## src/rtl/ioctl_ram_upload_pkg.sv

```systemverilog
`default_nettype none
// ============================================================================
// Module      : ioctl_ram_upload_pkg
// Description : Shared types and constants for the HPS ioctl upload responder.
//               Holds the FSM state encoding, the default fill byte and the
//               pending-request record used by the 1-deep request slot.
// Ports       : none (package)
// Revision    : 1.0 - initial release
// ============================================================================
package ioctl_ram_upload_pkg;

  // Width of the ioctl byte address delivered by hps_io.
  localparam int IOCTL_AW = 25;

  // Byte returned for reads that fall outside the game RAM window.
  localparam logic [7:0] UPL_FILL_DEFAULT = 8'hFF;

  // Upload FSM states.
  typedef enum logic [2:0] {
    UPL_IDLE    = 3'd0,
    UPL_PAUSE   = 3'd1,
    UPL_READY   = 3'd2,
    UPL_FETCH   = 3'd3,
    UPL_RELEASE = 3'd4
  } upl_state_t;

  // One outstanding ioctl read that could not be served yet.
  typedef struct packed {
    logic                valid;
    logic [IOCTL_AW-1:0] addr;
  } upl_pend_t;

  // True when an ioctl address falls inside a 2^aw byte window.
  function automatic logic upl_in_window(input logic [IOCTL_AW-1:0] addr,
                                         input int unsigned         aw);
    if (aw >= IOCTL_AW) begin
      return 1'b1;
    end
    return ((addr >> aw) == '0);
  endfunction

endpackage
`default_nettype wire

```

## src/rtl/ioctl_ram_upload_if.sv

```systemverilog
`default_nettype none
// ============================================================================
// Module      : ioctl_ram_upload_if
// Description : Bundle of the ioctl upload channel, the CPU pause handshake,
//               the game RAM read port and the status outputs.
// Ports       : (interface signals)
//   ioctl_upload, ioctl_rd, ioctl_addr[24:0]   hps_io -> responder
//   ioctl_din[7:0], ioctl_wait                 responder -> hps_io
//   pause_req / pause_ack                      responder <-> game CPU
//   ram_addr[AW-1:0], ram_rd / ram_q[7:0]      responder <-> game RAM
//   busy, done                                 responder status
// Modports    : slave  - the upload responder's view
//               master - the surrounding system's view (hps_io, CPU, RAM)
// Revision    : 1.0 - initial release
// ============================================================================
interface ioctl_ram_upload_if
  import ioctl_ram_upload_pkg::*;
#(
  parameter int AW = 10
);

  logic                ioctl_upload;
  logic                ioctl_rd;
  logic [IOCTL_AW-1:0] ioctl_addr;
  logic [7:0]          ioctl_din;
  logic                ioctl_wait;
  logic                pause_req;
  logic                pause_ack;
  logic [AW-1:0]       ram_addr;
  logic                ram_rd;
  logic [7:0]          ram_q;
  logic                busy;
  logic                done;

  modport slave (
    input  ioctl_upload, ioctl_rd, ioctl_addr, pause_ack, ram_q,
    output ioctl_din, ioctl_wait, pause_req, ram_addr, ram_rd, busy, done
  );

  modport master (
    output ioctl_upload, ioctl_rd, ioctl_addr, pause_ack, ram_q,
    input  ioctl_din, ioctl_wait, pause_req, ram_addr, ram_rd, busy, done
  );

endinterface
`default_nettype wire

```

## src/rtl/ioctl_ram_upload.sv

```systemverilog
`default_nettype none
// ============================================================================
// Module      : ioctl_ram_upload
// Description : Core-to-HPS upload responder. When hps_io starts an upload it
//               pauses the game CPU, then answers each ioctl_rd strobe with a
//               byte read from a spare game RAM port, holding ioctl_wait until
//               the byte is valid. Reads beyond the RAM window return FILL.
// Ports       :
//   clk        in   core system clock
//   reset_n    in   synchronous, active-low reset
//   bus        slave modport of ioctl_ram_upload_if (ioctl channel, pause
//              handshake, RAM read port, busy/done status)
// Parameters  :
//   AW       game RAM address width (window is 2^AW bytes); must match the
//            AW of the connected interface
//   RAM_LAT  RAM read latency from ram_rd to valid ram_q, 1..3 cycles
//   FILL     byte returned for out-of-window addresses
// Revision    : 1.0 - initial release
// ============================================================================
module ioctl_ram_upload
  import ioctl_ram_upload_pkg::*;
#(
  parameter int         AW      = 10,
  parameter int         RAM_LAT = 1,
  parameter logic [7:0] FILL    = UPL_FILL_DEFAULT
) (
  input  wire logic            clk,
  input  wire logic            reset_n,
  ioctl_ram_upload_if.slave    bus
);

  // State encodings kept as plain 3-bit constants for legacy tooling.
  localparam logic [2:0] S_IDLE    = UPL_IDLE;
  localparam logic [2:0] S_PAUSE   = UPL_PAUSE;
  localparam logic [2:0] S_READY   = UPL_READY;
  localparam logic [2:0] S_FETCH   = UPL_FETCH;
  localparam logic [2:0] S_RELEASE = UPL_RELEASE;

  localparam logic [1:0] LAT_LOAD = 2'(RAM_LAT);

  // --------------------------------------------------------------------------
  // Registers
  // --------------------------------------------------------------------------
  logic [2:0]          r_state;
  upl_pend_t           r_pend;      // 1-deep slot for requests we cannot serve yet
  logic [IOCTL_AW-1:0] r_cur_addr;  // address of the read in flight (for retry)
  logic                r_cur_oor;   // read in flight is outside the RAM window
  logic [1:0]          r_cnt;       // cycles left until ram_q is valid
  logic [7:0]          r_din;
  logic                r_wait;
  logic                r_pause_req;
  logic                r_ram_rd;
  logic [AW-1:0]       r_ram_addr;
  logic                r_busy;
  logic                r_done;

  // --------------------------------------------------------------------------
  // Combinational helpers
  // --------------------------------------------------------------------------
  logic                w_active;    // states that abort when upload drops
  logic [IOCTL_AW-1:0] w_req_addr;  // address of the request about to start
  logic                w_req_in;    // that request hits the RAM window
  logic                w_more;      // another request will be waiting after this one

  // A fresh strobe takes precedence over the slot so the last request wins.
  assign w_req_addr = bus.ioctl_rd ? bus.ioctl_addr : r_pend.addr;
  assign w_req_in   = upl_in_window(w_req_addr, AW);
  assign w_more     = bus.ioctl_rd | r_pend.valid;
  assign w_active   = (r_state == S_PAUSE) || (r_state == S_READY) ||
                      (r_state == S_FETCH);

  // --------------------------------------------------------------------------
  // FSM and datapath
  // --------------------------------------------------------------------------
  always_ff @(posedge clk) begin
    if (!reset_n) begin
      r_state     <= S_IDLE;
      r_pend      <= '0;
      r_cur_addr  <= '0;
      r_cur_oor   <= 1'b0;
      r_cnt       <= '0;
      r_din       <= 8'h00;
      r_wait      <= 1'b0;
      r_pause_req <= 1'b0;
      r_ram_rd    <= 1'b0;
      r_ram_addr  <= '0;
      r_busy      <= 1'b0;
      r_done      <= 1'b0;
    end else begin
      // Strobes are single-cycle by default.
      r_ram_rd <= 1'b0;
      r_done   <= 1'b0;

      if (w_active && !bus.ioctl_upload) begin
        // Upload ended: abandon any read, keep the last byte, free the CPU.
        r_state     <= S_RELEASE;
        r_pend      <= '0;
        r_pause_req <= 1'b0;
        r_wait      <= 1'b0;
        r_done      <= 1'b1;
      end else begin
        case (r_state)
          S_IDLE: begin
            if (bus.ioctl_upload) begin
              r_state     <= S_PAUSE;
              r_pause_req <= 1'b1;
              r_wait      <= 1'b1;
              r_busy      <= 1'b1;
            end
          end

          S_PAUSE: begin
            if (bus.ioctl_rd) begin
              r_pend.valid <= 1'b1;
              r_pend.addr  <= bus.ioctl_addr;
            end
            if (bus.pause_ack) begin
              // Stay in wait if READY will immediately start a request.
              r_state <= S_READY;
              r_wait  <= w_more;
            end
          end

          S_READY: begin
            if (!bus.pause_ack) begin
              r_state <= S_PAUSE;
              r_wait  <= 1'b1;
              if (bus.ioctl_rd) begin
                r_pend.valid <= 1'b1;
                r_pend.addr  <= bus.ioctl_addr;
              end
            end else if (w_more) begin
              r_state    <= S_FETCH;
              r_wait     <= 1'b1;
              r_pend     <= '0;
              r_cur_addr <= w_req_addr;
              r_cur_oor  <= ~w_req_in;
              r_cnt      <= LAT_LOAD;
              if (w_req_in) begin
                r_ram_rd   <= 1'b1;
                r_ram_addr <= w_req_addr[AW-1:0];
              end
            end
          end

          S_FETCH: begin
            if (!bus.pause_ack) begin
              // Lost the RAM port: park the read in the slot and retry it
              // once acknowledge returns, unless a newer request is there.
              r_state <= S_PAUSE;
              r_wait  <= 1'b1;
              if (bus.ioctl_rd) begin
                r_pend.valid <= 1'b1;
                r_pend.addr  <= bus.ioctl_addr;
              end else if (!r_pend.valid) begin
                r_pend.valid <= 1'b1;
                r_pend.addr  <= r_cur_addr;
              end
            end else begin
              // A strobe here is a protocol violation; keep the newest one.
              if (bus.ioctl_rd) begin
                r_pend.valid <= 1'b1;
                r_pend.addr  <= bus.ioctl_addr;
              end
              if (r_cur_oor) begin
                r_din   <= FILL;
                r_state <= S_READY;
                r_wait  <= w_more;
              end else if (r_cnt == 2'd0) begin
                r_din   <= bus.ram_q;
                r_state <= S_READY;
                r_wait  <= w_more;
              end else begin
                r_cnt <= r_cnt - 2'd1;
              end
            end
          end

          S_RELEASE: begin
            r_state <= S_IDLE;
            r_busy  <= 1'b0;
          end

          default: begin
            r_state     <= S_IDLE;
            r_pend      <= '0;
            r_pause_req <= 1'b0;
            r_wait      <= 1'b0;
            r_busy      <= 1'b0;
          end
        endcase
      end
    end
  end

  // --------------------------------------------------------------------------
  // Outputs (all registered)
  // --------------------------------------------------------------------------
  assign bus.ioctl_din  = r_din;
  assign bus.ioctl_wait = r_wait;
  assign bus.pause_req  = r_pause_req;
  assign bus.ram_rd     = r_ram_rd;
  assign bus.ram_addr   = r_ram_addr;
  assign bus.busy       = r_busy;
  assign bus.done       = r_done;

endmodule
`default_nettype wire

```

## src/flat_wrapper.sv

```systemverilog
// flat-port wrapper written by rule: the top's interface ports become plain ports
module ioctl_ram_upload_flat import ioctl_ram_upload_pkg::*;
#(
  parameter int         AW      = 10,
  parameter int         RAM_LAT = 1,
  parameter logic [7:0] FILL    = UPL_FILL_DEFAULT
)
  (clk, reset_n, bus_ioctl_upload, bus_ioctl_rd, bus_ioctl_addr, bus_pause_ack, bus_ram_q, bus_ioctl_din, bus_ioctl_wait, bus_pause_req, bus_ram_addr, bus_ram_rd, bus_busy, bus_done);
  ioctl_ram_upload_if #(.AW(AW)) bus_i ();
  input  wire logic clk;
  input  wire logic reset_n;
  input wire logic [$bits(bus_i.ioctl_upload)-1:0] bus_ioctl_upload;
  input wire logic [$bits(bus_i.ioctl_rd)-1:0] bus_ioctl_rd;
  input wire logic [$bits(bus_i.ioctl_addr)-1:0] bus_ioctl_addr;
  input wire logic [$bits(bus_i.pause_ack)-1:0] bus_pause_ack;
  input wire logic [$bits(bus_i.ram_q)-1:0] bus_ram_q;
  output wire logic [$bits(bus_i.ioctl_din)-1:0] bus_ioctl_din;
  output wire logic [$bits(bus_i.ioctl_wait)-1:0] bus_ioctl_wait;
  output wire logic [$bits(bus_i.pause_req)-1:0] bus_pause_req;
  output wire logic [$bits(bus_i.ram_addr)-1:0] bus_ram_addr;
  output wire logic [$bits(bus_i.ram_rd)-1:0] bus_ram_rd;
  output wire logic [$bits(bus_i.busy)-1:0] bus_busy;
  output wire logic [$bits(bus_i.done)-1:0] bus_done;
  assign bus_i.ioctl_upload = bus_ioctl_upload;
  assign bus_i.ioctl_rd = bus_ioctl_rd;
  assign bus_i.ioctl_addr = bus_ioctl_addr;
  assign bus_i.pause_ack = bus_pause_ack;
  assign bus_i.ram_q = bus_ram_q;
  assign bus_ioctl_din = bus_i.ioctl_din;
  assign bus_ioctl_wait = bus_i.ioctl_wait;
  assign bus_pause_req = bus_i.pause_req;
  assign bus_ram_addr = bus_i.ram_addr;
  assign bus_ram_rd = bus_i.ram_rd;
  assign bus_busy = bus_i.busy;
  assign bus_done = bus_i.done;
  ioctl_ram_upload #(.AW(AW), .RAM_LAT(RAM_LAT), .FILL(FILL)) u_core (.clk(clk), .reset_n(reset_n), .bus(bus_i));
endmodule
```

## config.mk

```make
export PLATFORM = sky130hd
export DESIGN_NAME = ioctl_ram_upload_flat
export DESIGN_NICKNAME = d
export VERILOG_FILES = /design/src/rtl/ioctl_ram_upload_pkg.sv /design/src/rtl/ioctl_ram_upload_if.sv /design/src/rtl/ioctl_ram_upload.sv /design/src/flat_wrapper.sv
export SDC_FILE = /design/constraint.sdc
export NUM_CORES = 1
export LEC_CHECK = 0
export CELL_PAD_IN_SITES_DETAIL_PLACEMENT = 0
export CELL_PAD_IN_SITES_GLOBAL_PLACEMENT = 1
export CORE_ASPECT_RATIO = 1.25
export CORE_MARGIN = 10
export CORE_UTILIZATION = 36
export CTS_CLUSTER_SIZE = 20
export DETAILED_ROUTE_END_ITERATION = 16
export PLACE_DENSITY_LB_ADDON = 0.1
export SYNTH_ARGS = -nofsm -noshare
export SYNTH_HDL_FRONTEND = slang
export SYNTH_SLANG_ARGS = --single-unit
```

## constraint.sdc

```tcl
create_clock -name clk -period 1.76 [get_ports clk]
set_input_delay 0.264 -clock clk [delete_from_list [all_inputs] [get_ports clk]]
set_output_delay 0.264 -clock clk [all_outputs]
set_load 0.03 [all_outputs]
```

==> impl_metrics.py <==
metrics = {
    "routing": {
        "num_vias": 3709,
        "wirelength_mm": 11.6,
        "avgViaCountPerCell": 5.33,
        "initialDrtViolationCount": 224,
        "dr.pass1.iters": 4,
        "antenna_left": 0,
        "drc": 0,
        "wl_per_cell_um": 16.7,
    },
    "grt": {
        "grt_pass1_vias": 3764,
        "grtUsageTotal": 0.149,
        "antenna_found_initial": 0,
        "gr-total-overflow": 0,
        "grt_max_degree": 53,
        "grt_pass1_wl_mm": 18.8,
    },
    "floorplan": {
        "coreArea_sq_mm": 0.0106,
        "die_height_um": 137,
        "core.rowCount": 42,
        "ioPinCount": 61,
        "die_area_sq_mm": 0.0155,
        "die_w_um": 113,
        "start_util": 0.370,
    },
    "layout": {
        "drive_gt1_frac": 0.186,
        "nets": 598,
        "instances_no_fill": 696,
        "fin_area_sq_mm": 0.00559,
        "antennaDiodeCount": 0,
        "area_growth_pct": 42.4,
        "utilization": 0.527,
    },
    "flow_run": {
        "max_cap_viol_count": 0,
    },
    "cts": {
        "cts_buffers": 9,
        "cts.path.max_buffers": 2,
        "clk_pin_slew_ns": 0.06,
        "cts_tree": "done",
        "cts-root-buf": "clkbuf_16",
        "ctsHoldBuffers": 0,
        "clock_sinks": 80,
        "htree_levels": 3,
        "clk_latency_ns": 0.34,
    },
    "power": {
        "power_mw": 4.31,
        "sw_frac_of_total": 0.239,
        "irDropWorstVdd_v": 0.000531,
        "switchingPower_mw": 1.03,
        "p_seq_frac": 0.428,
        "clkPwrFrac": 0.440,
        "internal_power_mw": 3.28,
        "p_leak_nw": 2.68,
        "pwr-share-comb": 0.132,
        "p_per_area_mw_per_mm2": 772,
    },
    "sta": {
        "slew_violations": 0,
        "worst_pin_slew_ns": 0.590,
        "fin_hold_ws_ns": 0.449,
        "fmax_mhz": 566,
        "setup_viol": 9,
        "tns_ns": -0.0436,
        "worst_slack_ns": -0.00729,
        "period_share": 1.00,
        "rsz0062_at_grt": "true",
        "slew_headroom": 0.607,
        "finalHoldViolations": 0,
        "fin_worst_skew_ns": 0.00666,
        "finalCriticalPeriod_ns": 1.77,
    },
    "placement": {
        "io_buffer_count": 60,
        "pre_cts_slack_ns": -0.461,
        "dp_cells": 672,
        "place.gp.congestion": 0.838,
        "place_area_sq_mm": 0.00508,
        "dp_hpwl_mm": 7.55,
    },
    "status": {
        "status": "finished, violations left",
        "violations": "setup timing",
    },
    "worst_setup_path": {
        "worst_r2r_path_depth": 6,
        "reg2reg_to": "u_core.bus.ram_addr[5]$_SDFFE_PN0P_",
        "path_max_fanout": 11,
        "rr_startpoint": "u_core.r_pend[10]$_SDFFE_PP0P_",
        "arrival_ns": 2.05,
        "required_ns": 2.04,
        "regToRegSetupSlack_ns": -0.007,
        "path_class": "register to register",
        "cp-start-kind": "register",
        "end_kind": "register",
    },
    "logic_synthesis": {
        "synthSimpleGateAreaFrac": 0.132,
        "synth_top_cell_area_share": 0.408,
        "syn-num-nets": 494,
        "syn_inst": 455,
        "synth-main-ff-cell": "dfxtp_1",
        "synth_compound_area_frac": 0.318,
        "ys_ff_latch": 80,
        "synthTopCellsByArea": "dfxtp_1 41%, o211a_1 11%, mux2i_1 6.1%",
        "synth-seq-area-share": 0.408,
        "synthXorXnorAreaFrac": 0,
        "synthTopCellsByCount": "80 x dfxtp_1, 51 x nand2_1, 44 x o211a_1",
        "yosysMostFrequentCell": "dfxtp_1",
        "synth_edf_count": 0,
        "synth_top_family_by_area": "compound AO/OA/AOI/OAI gates",
        "async_reset_ff_frac": 0,
        "synth_adder_area_share": 0.00319,
        "yosys_warnings": 0,
        "synth_area_per_cell_sq_um": 8.63,
        "synth_cell_types": 44,
        "synth_mux_area_frac": 0.0612,
        "syn_area_sq_mm": 0.00393,
        "synth_top_cell_by_area": "dfxtp_1",
    },
    "worst_hold_path": {
        "min_path_cells": 4,
        "whs_endpoint": "u_core.r_pend[11]$_SDFFE_PP0P_",
        "hold_start": "bus_ioctl_addr[11]",
        "hold_class": "primary input to register",
    },
}
==> logic make-up after synthesis <==
| logic type | Yosys count |
|---|---|
| adders and majority gates | 1 |
| AOI/OAI and AO/OA | 163 |
| muxes | 24 |
| and+or+nand+nor | 112 |
| DFF | 80 |
| buffers and inverters | 75 |
==> cells in the final DEF, fill, tap and decap left out, drive strengths merged, types with 2 or more instances in the layout <==
cell type      netlist  routed
dfxtp               80      80
buf                 13      73
clkdlybuf4s50        0      55
nand2               51      51
o211a               44      44
inv                 35      35
o22ai               25      25
mux2i               24      24
nor2                24      24
a21oi               21      21
o21ai               19      19
clkbuf              27      15
o211ai              13      13
a22oi               12      12
a22o                11      11
nor2b                8       8
nor3                 7       7
nand4                5       5
nand2b               4       4
nor4                 3       3
nand4b               2       2
a211o                2       2
a31oi                2       2
o31ai                2       2
and2                 2       2
clkinv               0       2
dlymetal6s2s         0       2
o21bai               2       2
o221ai               2       2
==> power groups by stage <==
stage / sequential (mW) / clock, mW / combinational [mW]
floorplan: 1.90 / 0 / 0.254
global placement: 1.89 / 0 / 0.545
detailed placement: 1.89 / 0 / 0.549
CTS: 1.84 / 1.95 / 0.561
global route: 1.85 / 2.03 / 0.623
finish: 1.84 / 1.90 / 0.569
==> critical path, stage by stage, from the launching register on <==
cell and delay, ns:
dfxtp_1 0.31, or3b_1 0.36, a211o_1 0.31, a221oi_4 0.29
buf_6 0.17, buf_16 0.13, o211a_1 0.13
==> registers in the layout (all words and copies together), names as in the netlist <==
signal / flops
u_core.r_pend: 26
u_core.r_cur_addr: 25
u_core.bus.ram_addr: 10
u_core.bus.ioctl_din: 8
u_core.r_state: 3
u_core.r_cnt: 2
u_core.bus.busy: 1
u_core.bus.done: 1
u_core.bus.ioctl_wait: 1
u_core.bus.pause_req: 1
u_core.bus.ram_rd: 1
u_core.r_cur_oor: 1
==> metal layers <==
metal  vias up  global-route usage  wire [um]
li1       1857                   -          -
met1      1757               0.172       5050
met2        86               0.250       5790
met3         9              0.0526        701
met4         0              0.0487        104
met5         -                   0          0
==> timing repair <==
item,4_1_cts,5_1_grt
pin swaps,3,4
buffers inserted,2,3
setup endpoints to repair,33,55
cloned,1,2
gates resized for setup,7,15
==> worst max path at each step <==
stage / startpoint / endpoint / slack (ns)
2_1_floorplan: u_core.r_pend[25]$_SDFFE_PP0P_ / u_core.bus.ram_addr[1]$_SDFFE_PN0P_ / 0.05
3_3_place_gp: bus_pause_ack / u_core.bus.ram_addr[5]$_SDFFE_PN0P_ / -0.42
3_5_place_dp: bus_pause_ack / u_core.r_pend[14]$_SDFFE_PP0P_ / -0.46
4_1_cts: u_core.r_pend[10]$_SDFFE_PP0P_ / u_core.bus.ram_addr[5]$_SDFFE_PN0P_ / -0.01
5_1_grt: u_core.r_pend[10]$_SDFFE_PP0P_ / u_core.bus.ram_addr[4]$_SDFFE_PN0P_ / -0.08
6_report: u_core.r_pend[10]$_SDFFE_PP0P_ / u_core.bus.ram_addr[5]$_SDFFE_PN0P_ / -0.007
==> cell type report <==
type | instances | area [sq um]
Clock inverter | 3 | 40.0
Tap cell | 132 | 165
Sequential cell | 80 | 1610
Multi-Input combinational cell | 300 | 2090
Fill cell | 1022 | 5030
Inverter | 35 | 131
Clock buffer | 13 | 260
Timing Repair Buffer | 133 | 1300
Power figures use the tool's default switching activity.
